<file path="config.mk">
export PLATFORM = sky130hd
export DESIGN_NAME = fifo_write_arbiter
export DESIGN_NICKNAME = d
export VERILOG_FILES = /design/src/rtl/fifo_arb_pkg.sv /design/src/rtl/fifo_write_arbiter.sv
export SDC_FILE = /design/constraint.sdc
export NUM_CORES = 1
export LEC_CHECK = 0
export BUFFER_PORTS_ARGS = -buffer_cell sky130_fd_sc_hd__buf_4
export CORE_AREA = 4 4 41 43
export CTS_CLUSTER_SIZE = 14
export DETAILED_ROUTE_END_ITERATION = 10
export DIE_AREA = 0 0 45 47
export GPL_TIMING_DRIVEN = 0
export PLACE_DENSITY_LB_ADDON = 0.12
export REMOVE_ABC_BUFFERS = 1
export SYNTH_ARGS = -nofsm -noshare
export SYNTH_HDL_FRONTEND = slang
export SYNTH_SLANG_ARGS = --single-unit
</file>
<file path="constraint.sdc">
create_clock -name clk -period 3.6 [get_ports clk]
set_input_delay 0.72 -clock clk [delete_from_list [all_inputs] [get_ports clk]]
set_output_delay 0.72 -clock clk [all_outputs]
set_load 0.1 [all_outputs]
</file>
<file path="src/rtl/fifo_arb_pkg.sv">
// Shared types and default sizing for the two-requester FIFO write arbiter.
package fifo_arb_pkg;

  localparam int unsigned DEF_DATA_W    = 8;
  localparam int unsigned DEF_BURST_MAX = 4;

  typedef enum logic [1:0] {
    IDLE = 2'd0,
    GNT0 = 2'd1,
    GNT1 = 2'd2
  } arb_state_t;

  // One-hot owner encoding driven onto the grant port.
  function automatic logic [1:0] grant_of(input arb_state_t s);
    case (s)
      GNT0:    return 2'b01;
      GNT1:    return 2'b10;
      default: return 2'b00;
    endcase
  endfunction

  // Grant state of the requester that does not currently own the FIFO.
  function automatic arb_state_t other_of(input arb_state_t s);
    return (s == GNT0) ? GNT1 : GNT0;
  endfunction

endpackage

</file>
<file path="src/rtl/fifo_write_arbiter.sv">
// Round-robin arbiter giving two valid/ready requesters bounded bursts into
// one shared write FIFO; ready and the write strobe follow fifo_full directly.
module fifo_write_arbiter
  import fifo_arb_pkg::*;
#(
  parameter int unsigned DATA_W    = DEF_DATA_W,
  parameter int unsigned BURST_MAX = DEF_BURST_MAX
) (
  input  logic              clk,
  input  logic              rst,
  input  logic              req0_valid,
  input  logic [DATA_W-1:0] req0_data,
  output logic              req0_ready,
  input  logic              req1_valid,
  input  logic [DATA_W-1:0] req1_data,
  output logic              req1_ready,
  input  logic              fifo_full,
  output logic              fifo_w_en,
  output logic [DATA_W-1:0] fifo_w_data,
  output logic [1:0]        grant
);

  localparam int unsigned CNT_W = (BURST_MAX > 1) ? $clog2(BURST_MAX) : 1;
  localparam logic [CNT_W-1:0] CNT_LAST = CNT_W'(BURST_MAX - 1);

  arb_state_t       state, state_nxt;
  logic             last_grant, last_grant_nxt;
  logic [CNT_W-1:0] burst_cnt, burst_cnt_nxt;

  logic              owner;
  logic              own_valid;
  logic              other_valid;
  logic [DATA_W-1:0] own_data;

  // Requester-relative view of the inputs while a grant is held.
  assign owner       = (state == GNT1);
  assign own_valid   = owner ? req1_valid : req0_valid;
  assign other_valid = owner ? req0_valid : req1_valid;
  assign own_data    = owner ? req1_data  : req0_data;

  assign grant      = grant_of(state);
  assign req0_ready = (state == GNT0) && !fifo_full;
  assign req1_ready = (state == GNT1) && !fifo_full;

  always_ff @(posedge clk or posedge rst) begin
    if (rst) begin
      state      <= IDLE;
      last_grant <= 1'b1;
      burst_cnt  <= '0;
    end else begin
      state      <= state_nxt;
      last_grant <= last_grant_nxt;
      burst_cnt  <= burst_cnt_nxt;
    end
  end

  always_comb begin
    state_nxt      = state;
    last_grant_nxt = last_grant;
    burst_cnt_nxt  = burst_cnt;
    fifo_w_en      = 1'b0;
    fifo_w_data    = '0;

    case (state)
      IDLE: begin
        // last_grant names the requester served most recently, so a tie goes to the other.
        if (req0_valid && req1_valid) begin
          state_nxt = last_grant ? GNT0 : GNT1;
        end else if (req0_valid) begin
          state_nxt = GNT0;
        end else if (req1_valid) begin
          state_nxt = GNT1;
        end
      end

      GNT0, GNT1: begin
        if (own_valid) begin
          // A full FIFO freezes the grant and the burst count; no switching on full.
          if (!fifo_full) begin
            fifo_w_en   = 1'b1;
            fifo_w_data = own_data;
            if (burst_cnt == CNT_LAST) begin
              burst_cnt_nxt = '0;
              if (other_valid) begin
                state_nxt      = other_of(state);
                last_grant_nxt = owner;
              end
            end else begin
              burst_cnt_nxt = burst_cnt + CNT_W'(1);
            end
          end
        end else begin
          burst_cnt_nxt  = '0;
          last_grant_nxt = owner;
          state_nxt      = other_valid ? other_of(state) : IDLE;
        end
      end

      default: begin
        state_nxt     = IDLE;
        burst_cnt_nxt = '0;
      end
    endcase
  end

endmodule

</file>
## After elaboration in Yosys (flattened, before gate mapping)

Index checks and enable logic that the tools add are counted.

| word-level totals | value |
|---|---|
| register bits | 5 |
| logic and storage cells | 53 |
| input port bits | 21 |

| operators by class | value |
|---|---|
| equality and inequality tests | 10 |
| bitwise operators | 1 |
| reduce and logical (&&, ||, !) cells | 9 |
| mux-type cells | 29 |
| add/sub/neg operators | 1 |

Operators by type and width:

| kind | count |
|---|---|
| $mux 8 | 4 |
| $mux 2 | 13 |
| $pmux 2 s2 | 3 |
| $mux 1 | 9 |
| $ne 3x3->1 const B | 3 |
| $reduce_and 4->1 | 2 |
| $eq 2x2->1 const B | 2 |
| $ne 2x1->1 const B | 2 |
| $ne 4x4->1 const B | 1 |
| $logic_and 1x1->1 | 3 |
| $add 2x1->2 const B | 1 |
| $eq 2x1->1 const B | 1 |
| $logic_not 2->1 | 1 |
| $ne 2x2->1 const B | 1 |
| $reduce_and 2->1 | 1 |
| $reduce_or 2->1 | 1 |
| $logic_not 1->1 | 1 |
| $not 1->1 | 1 |

## Logic depth before layout (Yosys ltp)

Gate-level depths: netlist (run 1).

| logic depth | value |
|---|---|
| depth in word-level cells | 7 |
| depth in mapped cells | 6 |
| depth with buffers taken out | 6 |

## Worst setup path before layout (run 1)

Ideal clock, no wire load.

| timing | value |
|---|---|
| path type | register to output |
| start | register state[0] |
| end | output port fifo_w_data[0] |
| path buffers | 0 |
| stages on the path, launching flop included | 6 |
| path slack | 468 ps |
| arrival | 2,412 ps |
| path through | dfrtp_1 > inv_1 > ha_1 > mux2_2 > nand3b_2 > nor2_1 |

| on the way | value |
|---|---|
| word-level cells in the longest chain between the ends | 5 |

Ends and longest elaborated chain:

| what | line | RTL |
|---|---|---|
| start, declared | fifo_write_arbiter.sv:26 | `arb_state_t state, state_nxt;` |
| start signal, assigned | fifo_write_arbiter.sv:51 | `state <= state_nxt;` |
| $eq 2x2->1 | fifo_write_arbiter.sv:36, fifo_write_arbiter.sv:64 |  |
| $mux 8 | fifo_write_arbiter.sv:39 | `assign own_data = owner ? req1_data : req0_data;` |
| $mux 8 | fifo_write_arbiter.sv:79 | `if (!fifo_full) begin` |
| $mux 8 | fifo_write_arbiter.sv:77 | `if (own_valid) begin` |
| $mux 8 * | fifo_write_arbiter.sv:64 | `case (state)` |
| end, declared | fifo_write_arbiter.sv:19 | `output logic [DATA_W-1:0] fifo_w_data,` |

Mark *: on every way between the ends. The rest lies on a longest branch, timed or not.

## Worst setup path after layout (run 1)

| timing | value |
|---|---|
| start | register state[0] |
| end | output port fifo_w_data[2] |

The elaborated chain is that of the path after synthesis.

==> out/results.txt, run 1 <==
Routability Congestion: 0.669
Register area: 126 um2
Gr usage total: 14.3%
Worst Tran Pin Value: 0.683 ns
Share of layout cells above drive strength 1: 40.6%
P&R area growth vs syn: 49.0%
Initial DRC Count: 4
Setup TNS: 0 ns
Antenna violations before repair: 0
Relative slew slack: 54.5%
FP Rows: 13
Number of global-route vias before repair: 550
Hold buffer count at cts: 0
Global-route wire length before repair: 2280 um
Post-synthesis sequential area ratio: 22.1%
Clk root buf: clkbuf_4
RSZ-0062 raised after global routing: no
Final Max Slew Viols: 0
# Max-Cap Violations: 0
Setup crit start kind: register
Register bit count reported by yosys: 5
Status: finished, final reports clean
CTS H-tree lvls: 1
Vias: 574
Pleak: 0.451 nW
CTS clk-pin slew, worst paths: 0.04 ns
Pwr/cell area: 891 mW/mm2
Diodes inserted: 0
Mean Syn Cell Area: 8.66 um2
WS Path Type: register to output port
CP max-delay cell: ha_1
Residual DRC: 0
CP Data Required Time: 2.88 ns
Crit-path cells: inv_1, ha_1, mux2i_1, nor2_1, buf_4
Worst vdd ir: 0.000489 V
Buf/Inv on CP: 2
Hold Crit Class: primary input to asynchronous set/reset pin
Placed cells: 112
CTS buffer count: 3
Critical Path Sink Type: output port
Antenna-violating nets left: 0
Setup bufs post-CTS: 0
DP HPWL: 1210 um
Die Area: 0.00212 mm2
Vias per inst: 4.95
Most common cell after layout, fill and taps aside: buf_4
Total Routed Length: 1430 um
Core Footprint: 0.00130 mm2
Non-filler instance count after layout: 116
Area of the multi-input gates: 399 um2
Die width: 45 um
Mapped Cells: 66
Leading cell types in the layout, fill and taps excluded: buf_4, nor2_1, mux2i_1
Largest net degree at the start of global routing: 15
Clock Sinks: 5
Critical path peak fanout: 14
Port Buffers: 33
Final #Nets: 130
Ys Warns: 0
CP max stage delay: 0.61 ns
Total grt overflow: 0
Crit path max-delay family: adder cells
Yosys cell types: 26
Clock Latency Late Sink: 0.23 ns
Arr. time, crit path: 2.01 ns
Fmax: 366 MHz
Initial Util: 43.9%
Drt wl/cell: 12.3 um
Number of fill cells in the layout: 120
Clk buf depth: 2
Post-CTS Resized: 0
Die height: 47 um
Setup-failing EPs final: 0
Ports: 34
Setup Skew: 0.000263 ns
Hold Violations, Final: 0
CTS tree: built
Syn Std Cell Area: 572 um2
Pre-antenna DRT Iters: 4
Post-layout min period: 2.73 ns
Period Utilization, post-route: 75.9%
## power breakdown
part | internal (mW) | total, mW | switching [mW]
clock | 0.0417 | 0.0622 | 0.0205
sequential | 0.0807 | 0.101 | 0.0200
combinational | 0.178 | 0.597 | 0.419
total | 0.300 | 0.760 | 0.459
## layout make-up
cell class | instances | share of cell area [%]
Timing Repair Buffer | 33 | 29.1
Multi-Input combinational cell | 50 | 46.8
Tap cell | 15 | 2.20
Inverter | 9 | 3.96
Clock buffer | 4 | 3.08
Sequential cell | 5 | 14.8
## stage by stage
stage	power, mW	area [um2]	util, %	setup slack [ns]	hold slack, ns
after floorplan	0.588	559	-	-0.243	0.470
after CTS	0.768	852	65.5	0.837	0.374
after global routing	0.815	852	65.5	0.714	0.370
final	0.760	852	65.5	0.868	0.380
after global placement	0.693	826	63.5	1.18	0.487
after detailed placement	0.703	826	63.5	1.10	0.501
## layer usage
metal  up-vias  GRT usage [%]  part of all wire [%]
li1        306              -                     -
met1       252           17.7                    43
met2        16           24.9                    51
met3         0           1.53                   6.4
met4         0           7.02                     0
met5         -              0                     0
## cell families (layout without fill, tap and decap cells)
group | Yosys count | in the layout | share of synthesized area (%)
AND/OR/NAND/NOR | 19 | 19 | 16.6
adder cells (fa/ha/maj) | 7 | 7 | 15.3
AO/OA/AOI/OAI | 13 | 13 | 18.2
flip-flops | 5 | 5 | 22.1
buffers and inverters | 11 | 46 | 8.10
multiplexers | 11 | 11 | 19.7
## synth_stat cells (all sizes together)
cell type,instances,area [um2]
a21o,1,7.51
a22oi,1,7.51
a2bb2oi,1,8.76
a32o,2,20.0
buf,2,12.5
dfrtp,4,100
dfstp,1,26.3
ha,7,87.6
inv,9,33.8
mux2,2,22.5
mux2i,9,90.1
nand2,2,7.51
nand2b,1,6.26
nand3,1,5.00
nand3b,1,11.3
nor2,12,45.0
nor3b,2,20.0
o21ai,3,15.0
o21bai,1,7.51
o2bb2ai,2,17.5
o311a,2,20.0
## worst paths after layout
check                                  start             end  slack, ns  cells after the start
worst max-delay path                state[0]  fifo_w_data[2]       0.87                      5
worst min-delay path                     rst        state[1]       0.38                      2
worst max register to register      state[0]      last_grant       1.50                      6
worst min register to register  burst_cnt[1]    burst_cnt[1]       0.50                      1
max in group asynchronous                rst      last_grant       2.99                      2
min in group clk                burst_cnt[1]    burst_cnt[1]       0.50                      1
## sequential cells by signal (all words and copies together) (netlist names)
| register | flops |
|---|---|
| burst_cnt | 2 |
| state | 2 |
| last_grant | 1 |
Note: power is estimated with default switching activity, not from simulation.
==> run 2, diff against run 1 <==
Settings changed: CORE_AREA 4 4 41 43 to unset, CORE_MARGIN set to 4, CORE_UTILIZATION set to 42, DIE_AREA 0 0 45 47 to unset.
Clock period 3.6 ns to 2.6 ns, I/O delays scaled along.
==> run 2 against run 1 <==
  * Clock skew is 0.0013 ns higher
  * Cell area is 3.5% higher
  * Global-route usage is 1.6 points higher
  * Critical path depth is 1 higher
  * Clock-buffer cell count stayed put
  * Utilization is 3.2 points higher
  * Worst setup slack worse by 0.64 ns
  * Register-to-register slack worse by 0.80 ns
  * Non-clock buffer count stayed put
  * Via count is 5.2% higher
  * Flip-flop and latch count stayed put
  * Critical endpoint is now fifo_w_data[1]
==> out/results.txt, run 2 (synthesized netlist as in run 1, its figures left out) <==
Status: finished, final reports clean
Critical path peak fanout: 9 (-5)
Number of global-route vias before repair: 603 (+9.6%)
Final #Nets: 130 (unchanged)
Initial DRC Count: 5 (+1)
Pleak: 0.463 nW (+2.8%)
Worst Tran Pin Value: 0.387 ns (-0.296 ns)
Antenna-violating nets left: 0 (unchanged)
Setup TNS: 0 ns (unchanged)
Total grt overflow: 0 (unchanged)
Global-route wire length before repair: 2460 um (+8.2%)
Pre-antenna DRT Iters: 4 (unchanged)
Non-filler instance count after layout: 116 (unchanged)
Clk buf depth: 2 (unchanged)
Setup crit start kind: register
Hold Violations, Final: 0 (unchanged)
P&R area growth vs syn: 54.3%
CTS buffer count: 3 (unchanged)
CTS tree: built
Vias per inst: 5.21 (+5.2%)
Ports: 34 (unchanged)
Clk root buf: clkbuf_4
R2r endpoint: last_grant
Most common cell after layout, fill and taps aside: buf_4
Die height: 44.9 um (-4.5%)
Fmax: 422 MHz
CTS clk-pin slew, worst paths: 0.04 ns (about the same)
Hold Crit Class: primary input to asynchronous set/reset pin
Die width: 44.9 um (-0.23%)
Port Buffers: 33 (unchanged)
CP max-delay cell: dfrtp_1
Setup Skew: 0.00161 ns (+0.00134 ns)
R2r setup slk: 0.70 ns (-0.80 ns)
Vias: 604 (+5.2%)
R2R depth: 6 (unchanged)
Core Footprint: 0.00128 mm2 (-1.3%)
Placed cells: 112 (unchanged)
Residual DRC: 0 (unchanged)
RSZ-0062 raised after global routing: no
Post-layout min period: 2.37 ns
Pwr/cell area: 1220 mW/mm2 (+37%)
Clock Sinks: 5 (unchanged)
Setup-failing EPs final: 0 (unchanged)
Die Area: 0.00202 mm2 (-4.7%)
R2R Path Start: state[0]
Initial Util: 44.5% (+0.56 points)
Number of fill cells in the layout: 108 (-10%)
FP Rows: 13 (unchanged)
Arr. time, crit path: 1.85 ns (-0.16 ns)
CP Data Required Time: 2.08 ns (-0.80 ns)
Antenna violations before repair: 0 (unchanged)
CP max stage delay: 0.41 ns (-0.20 ns)
Share of layout cells above drive strength 1: 41.6% (+0.99 points)
# Max-Cap Violations: 0 (unchanged)
WS Path Type: register to output port
Worst vdd ir: 0.000687 V (+41%)
Largest net degree at the start of global routing: 15 (unchanged)
Final Max Slew Viols: 0 (unchanged)
Top flop regs: burst_cnt x2, state x2, last_grant x1
Leading cell types in the layout, fill and taps excluded: buf_4, nor2_1, mux2i_1
WHS: 0.174 ns (-0.206 ns)
Total Routed Length: 1420 um (-0.56%)
Relative slew slack: 74.2% (+20 points)
DP HPWL: 1220 um (+0.50%)
CTS H-tree lvls: 1 (unchanged)
Drt wl/cell: 12.3 um (-0.56%)
Util after Layout: 68.6% (+3.2 points)
Gr usage total: 15.9% (+1.6 points)
Clock Latency Late Sink: 0.23 ns (about the same)
Diodes inserted: 0 (unchanged)
Crit-path cells: inv_1, ha_1, mux2_2, nand3b_4, nor2_1, buf_4
Critical Path Sink Type: output port
Period Utilization, post-route: 91.2%
Hold buffer count at cts: 0 (unchanged)
Routability Congestion: 0.768 (+15%)
run 2: how the worst max path moves through the flow:
stage	end	cells after the start	startpoint
CTS	fifo_w_data[6]	5	state[0]
floorplan	fifo_w_data[0]	4	state[0]
finish	fifo_w_data[1]	6	state[0]
detailed placement	fifo_w_data[6]	5	state[0]
global route	fifo_w_data[2]	6	state[0]
global placement	fifo_w_data[3]	5	state[0]
run 2: power breakdown:
part | total, mW | internal (mW) | switching, mW
Sequential | 0.141 | 0.112 | 0.0290
Combinational | 0.854 | 0.261 | 0.593
Clock | 0.0855 | 0.0578 | 0.0277
run 2: per-stage QoR:
stage | worst slack [ns] | area [um2] | power (mW)
global route | 0.0628 | 882 | 1.16
global placement | 0.389 | 826 | 0.958
finish | 0.229 | 882 | 1.08
detailed placement | 0.350 | 826 | 0.977
CTS | 0.0903 | 852 | 1.07
floorplan | -1.04 | 559 | 0.814
run 2: final cells by class:
class,count,area [um2],share of cell area [%]
well taps,15,18.8,2.13
flip-flops and latches,5,126,14.3
multi-input cells,50,410,46.5
clock buffers,4,26.3,2.98
repair buffers,33,267,30.2
inverters,9,33.8,3.83
run 2: critical path: cells and delay by family (launching register included):
kind / cells / cell delay (ns)
adders and majority gates: 1 / 0.24
buffers and inverters: 2 / 0.39
DFF: 1 / 0.41
muxes: 1 / 0.30
and+or+nand+nor: 2 / 0.26
run 2: per-layer routing:
layer	share of wire (%)	wire length, um	GRT usage (%)	up-vias
li1	-	-	-	301
met1	40	571	20.9	282
met2	53	755	27.5	19
met3	6.5	92	0.398	2
met4	0.14	2	6.43	0
met5	0	0	0	-
run 2: timing repair:
item	4_1_cts	5_1_grt
gates resized for setup	0	7
setup endpoints to repair	0	8
setup buffers	0	0
